==> src/rtl/rom_reader.sv <==
// rom_reader: streams a contiguous, wrapping block of ROM words into a valid/ready FIFO output.
// Optional feature macro ROM_READER_PARITY_EN adds out_parity, an even-parity bit stored per word.
module rom_reader #(
    parameter int unsigned ADDR_W = 4,
    parameter int unsigned DATA_W = 4
) (
    input  logic              clk,
    input  logic              rst,
    input  logic              start,
    input  logic [ADDR_W-1:0] start_addr,
    input  logic [ADDR_W:0]   count,
    output logic              busy,
    output logic              done,
    output logic              rom_en,
    output logic [ADDR_W-1:0] rom_addr,
    input  logic [DATA_W-1:0] rom_data,
    output logic [DATA_W-1:0] out_data,
    output logic              out_valid,
    input  logic              out_ready,
    output logic              out_last
`ifdef ROM_READER_PARITY_EN
    ,
    output logic              out_parity
`endif
);

`ifdef ROM_READER_PARITY_EN
    localparam int unsigned FifoW = DATA_W + 2;
`else
    localparam int unsigned FifoW = DATA_W + 1;
`endif
    localparam logic [ADDR_W-1:0] AddrOne = 1;
    localparam logic [ADDR_W:0]   CntOne  = 1;

    typedef enum logic [1:0] {StIdle, StRead, StDrain, StDone} state_e;

    state_e            state_q, state_d;
    logic              rom_en_q, rom_en_d;
    logic [ADDR_W-1:0] rom_addr_q, rom_addr_d;
    logic [ADDR_W-1:0] nxt_addr_q, nxt_addr_d;
    logic [ADDR_W:0]   rem_q, rem_d;
    logic              last_s1_q, last_s1_d;
    logic              s2_q, s2_d;
    logic              last_s2_q, last_s2_d;
    logic [FifoW-1:0]  mem_q [4];
    logic [FifoW-1:0]  mem_d [4];
    logic [1:0]        wr_ptr_q, wr_ptr_d;
    logic [1:0]        rd_ptr_q, rd_ptr_d;
    logic [2:0]        cnt_q, cnt_d;
    logic [2:0]        occ;
    logic              room, push, pop;
    logic [FifoW-1:0]  wdata, head;

    // Output FIFO; the word and its last flag are captured in the s2 cycle.
    always_comb begin
        push = s2_q;
        pop  = (cnt_q != 3'd0) && out_ready;
`ifdef ROM_READER_PARITY_EN
        wdata = {^rom_data, last_s2_q, rom_data};
`else
        wdata = {last_s2_q, rom_data};
`endif
        mem_d = mem_q;
        if (push) begin
            mem_d[wr_ptr_q] = wdata;
        end
        wr_ptr_d = wr_ptr_q + {1'b0, push};
        rd_ptr_d = rd_ptr_q + {1'b0, pop};
        cnt_d    = cnt_q + {2'b0, push} - {2'b0, pop};
        s2_d      = rom_en_q;
        last_s2_d = last_s1_q;
    end

    // Conservative space check: words in flight are counted, pops this cycle are not.
    assign occ  = cnt_q + {2'b0, rom_en_q} + {2'b0, s2_q};
    assign room = occ < 3'd4;

    always_comb begin
        state_d    = state_q;
        rom_en_d   = 1'b0;
        rom_addr_d = rom_addr_q;
        nxt_addr_d = nxt_addr_q;
        rem_d      = rem_q;
        last_s1_d  = 1'b0;
        unique case (state_q)
            StIdle: begin
                if (start) begin
                    if (count == '0) begin
                        state_d = StDone;
                    end else begin
                        rom_en_d   = 1'b1;
                        rom_addr_d = start_addr;
                        nxt_addr_d = start_addr + AddrOne;
                        rem_d      = count - CntOne;
                        last_s1_d  = (count == CntOne);
                        // A one-word block has nothing left to issue after this read.
                        state_d    = (count == CntOne) ? StDrain : StRead;
                    end
                end
            end
            StRead: begin
                if (room) begin
                    rom_en_d   = 1'b1;
                    rom_addr_d = nxt_addr_q;
                    nxt_addr_d = nxt_addr_q + AddrOne;
                    rem_d      = rem_q - CntOne;
                    last_s1_d  = (rem_q == CntOne);
                    if (rem_q == CntOne) begin
                        state_d = StDrain;
                    end
                end
            end
            StDrain: begin
                if (!rom_en_q && !s2_q && (cnt_d == 3'd0)) begin
                    state_d = StDone;
                end
            end
            StDone: begin
                state_d = StIdle;
            end
            default: state_d = StIdle;
        endcase
    end

    always_ff @(posedge clk) begin
        if (rst) begin
            state_q    <= StIdle;
            rom_en_q   <= 1'b0;
            rom_addr_q <= '0;
            nxt_addr_q <= '0;
            rem_q      <= '0;
            last_s1_q  <= 1'b0;
            s2_q       <= 1'b0;
            last_s2_q  <= 1'b0;
            wr_ptr_q   <= '0;
            rd_ptr_q   <= '0;
            cnt_q      <= '0;
            for (int i = 0; i < 4; i++) begin
                mem_q[i] <= '0;
            end
        end else begin
            state_q    <= state_d;
            rom_en_q   <= rom_en_d;
            rom_addr_q <= rom_addr_d;
            nxt_addr_q <= nxt_addr_d;
            rem_q      <= rem_d;
            last_s1_q  <= last_s1_d;
            s2_q       <= s2_d;
            last_s2_q  <= last_s2_d;
            wr_ptr_q   <= wr_ptr_d;
            rd_ptr_q   <= rd_ptr_d;
            cnt_q      <= cnt_d;
            mem_q      <= mem_d;
        end
    end

    assign head      = mem_q[rd_ptr_q];
    assign busy      = (state_q != StIdle);
    assign done      = (state_q == StDone);
    assign rom_en    = rom_en_q;
    assign rom_addr  = rom_addr_q;
    assign out_valid = (cnt_q != 3'd0);
    assign out_data  = head[DATA_W-1:0];
    assign out_last  = head[DATA_W];
`ifdef ROM_READER_PARITY_EN
    assign out_parity = head[DATA_W+1];
`endif

endmodule

==> config.mk <==
export PLATFORM = sky130hd
export DESIGN_NAME = rom_reader
export DESIGN_NICKNAME = d
export VERILOG_FILES = /design/src/rtl/rom_reader.sv
export SDC_FILE = /design/constraint.sdc
export NUM_CORES = 1
export LEC_CHECK = 0
export ABC_AREA = 1
export BUFFER_PORTS_ARGS = -buffer_cell sky130_fd_sc_hd__buf_2
export CORE_MARGIN = 5
export CORE_UTILIZATION = 60
export CTS_BUF_LIST = sky130_fd_sc_hd__clkbuf_8
export CTS_CLUSTER_SIZE = 14
export DETAILED_ROUTE_END_ITERATION = 8
export PLACE_DENSITY = 0.82
export REMOVE_ABC_BUFFERS = 1
export SYNTH_ARGS = -nofsm -noshare
export SYNTH_HDL_FRONTEND = slang
export SYNTH_SLANG_ARGS = --single-unit
==> constraint.sdc <==
create_clock -name clk -period 5.73 [get_ports clk]
set_input_delay 0.2865 -clock clk [delete_from_list [all_inputs] [get_ports clk]]
set_output_delay 0.2865 -clock clk [all_outputs]
set_load 0.01 [all_outputs]
==> impl_results.md <==
- Run status: finished clean
- Synth warnings: 0
- CTS Buf Count: 5
- Largest net degree at the start of global routing: 36
- Placed Cells: 402
- Core box area: 3940 um2
- Final setup viols: 0
- Die area: 5360 um2
- Finished Layout Cells: 410
- DRC: 0
- Grt total ovfl: 0
- Period utilisation layout: 0.404
- Clock root buffer: clkbuf_8
- Vias per inst: 5.10
- Mux cell area share after synthesis: 0.00418
- Most frequent cells in the layout: 63 x nor2_1, 48 x nand2_1, 46 x dfxtp_1
- Final hold vios: 0
- Antenna Nets Post-Route: 0
- Clock tree buffer depth: 2
- First-pass GRT wire length: 8.29 mm
- Fillcell total: 342
- DR iter-0 viols: 128
- Yosys cell types: 34
- Crit path required time: 5.97 ns
- Port Buffers: 29
- CP max FO: 5
- IO Pins: 30
- RSZ-0062 raised after global routing: false
- Initial Util: 0.608
- Pleak: 1.24 nW
- Post-route minimum period: 2.32 ns
- CTS resizes: 0
- Initial antenna violation count: 0
- Post-Synth Adder-Cell Area: 0.0710
- Worst Skew: 0.00381 ns
- GR Util All Layers: 0.197
- Hold Buf Count CTS: 0
- Simple-gate area share of the yosys netlist: 0.249
- Critical path data arrival time: 2.55 ns
- Largest family of logic cells by synthesized area: simple AND/OR/NAND/NOR gates
- Max Cap Viol: 0
- Layout area overhead: 10.4%
- HP Class: in2reg
- Rows: 23
- Vias in the first global route: 1,945
- CTS H-tree lvls: 2
- Clk slew on worst S/H paths: 0.08 ns
- Antenna cells: 0
- FF+latch count, synth: 46
- Fmax achieved: 432 MHz
- Routed vias: 2,092
- Synth Cell Area: 2400 um2
- CTS Sinks: 46
- Synth Area per Inst: 7.18 um2
- Synth Area in Compound Gates: 0.162
- DRT Pass-1 Iters: 4
- VDD IR-drop max: 0.267 mV
- CTS tree: built
- # nets final: 389
- Power density over cell area: 459 nW/um2
- Most common cell after layout, fill and taps aside: nor2_1
- Slew Limit Headroom: 0.358
- Proportion of layout cells with a drive suffix above 1: 0.131
- Per-cell routed wire length: 11.8 um
- Fin. max-slew vios: 0
- Final GP Congestion: 0.814
- Die Y-Extent: 73.2 um
- Synth Area in XOR/XNOR: 0.0329
- Register area share after synthesis: 0.384
- Final HPWL DP: 3.45 mm
- Setup TNS Final: 0 ns
- Final WL: 4.83 mm
- Setup CP Type: reg2reg
- Tightest Pin Transition: 0.962 ns
- Synthesized instance count: 334
- Worst setup SP type: flop
- Die width: 73.2 um
- Endpoint class of the critical path: flop
- Clock latency on the worst-skew pair: 0.30 ns
- Post-CTS Setup Inserts: 0
sequential cells by signal (all words and copies together), names as in the netlist:
name,cells
cnt_q,3
last_s1_q,1
last_s2_q,1
mem_q,20
nxt_addr_q,4
push,1
rd_ptr_q,2
rem_q,5
rom_addr,4
rom_en,1
state_q,2
wr_ptr_q,2
per-stage QoR:
| stage | instance area (um2) | power (mW) | setup slack [ns] | util | hold slack [ns] |
|---|---|---|---|---|---|
| CTS | 2650 | 1.23 | 3.43 | 0.672 | 0.237 |
| finish | 2650 | 1.22 | 3.41 | 0.672 | 0.253 |
| global placement | 2540 | 0.969 | 3.54 | 0.644 | 0.396 |
| floorplan | 2330 | 0.847 | 3.56 | - | 0.356 |
| detailed placement | 2540 | 0.984 | 3.44 | 0.644 | 0.413 |
| global route | 2650 | 1.33 | 3.11 | 0.672 | 0.233 |
critical path, cell delays in order (launching register included):
cell      delay [ns]
dfxtp_1         0.42
inv_1           0.08
nand2_1         0.08
nand2_1         0.11
xor2_1          0.15
ha_1            0.16
inv_1           0.05
fa_1            0.49
nand2_1         0.06
nor2_1          0.10
nand3_1         0.08
nand2_1         0.06
nand2_1         0.08
o21bai_1        0.15
nand2_1         0.06
nor2_1          0.12
synthesized netlist by cell type (all sizes together):
library cell,number,area share
a21oi,23,0.048
and2,2,0.0052
a31oi,1,0.0026
nand3,11,0.030
nand4,2,0.0052
dfxtp,46,0.38
nand3b,1,0.0084
xnor2,3,0.011
inv,44,0.069
o22ai,5,0.013
o21ai,42,0.089
xor2,6,0.022
fa,1,0.0084
nand2,49,0.080
buf,5,0.018
nor3,5,0.010
a21o,1,0.0031
clkbuf,6,0.0094
nor2,65,0.11
mux2i,1,0.0042
o21bai,2,0.0063
ha,12,0.063
or2,1,0.0037
area by class of cell:
type | count | area, um2 | area share
Clock buffer | 5 | 68.8 | 0.0260
Clock inverter | 3 | 40.0 | 0.0151
Inverter | 44 | 165 | 0.0624
Multi-Input combinational cell | 233 | 1240 | 0.470
Sequential cell | 46 | 921 | 0.348
Tap cell | 50 | 62.6 | 0.0236
Timing Repair Buffer | 29 | 145 | 0.0548
report_power, final:
part	switching (mW)	leakage, nW	internal, mW
Combinational	0.326	0.808	0.207
Clock	0.109	0.0579	0.128
Sequential	0.0560	0.376	0.391
Total	0.491	1.24	0.726
path summary, 6_finish.rpt:
kind / slack, ns / depth (start not counted) / endpoint / startpoint
hold reg to reg: 0.42 / 2 / last_s2_q$_SDFF_PP0_ / last_s1_q$_SDFF_PP0_
setup reg to reg: 3.41 / 15 / state_q[0]$_SDFFE_PP0P_ / cnt_q[1]$_SDFF_PP0_
hold / removal: 0.25 / 3 / mem_q[16]$_SDFFE_PP0P_ / rom_data[1]
setup / recovery: 3.41 / 15 / state_q[0]$_SDFFE_PP0P_ / cnt_q[1]$_SDFF_PP0_
per-layer routing:
layer / wire length [um] / track usage / share of wire / vias to the layer above
met5: 0 / 0 / 0 / -
met4: 87 / 0.0840 / 0.018 / 0
met3: 237 / 0.0455 / 0.049 / 8
met2: 2240 / 0.326 / 0.46 / 49
met1: 2260 / 0.244 / 0.47 / 922
li1: - / - / - / 1113
cell families after synthesis:
kind of cell,count (synthesis)
flops,46
simple gates,136
compound gates,74
buf+inv,55
mux,1
fa+ha+maj,13
xor+xnor,9
(Power assumes the default switching activity.)
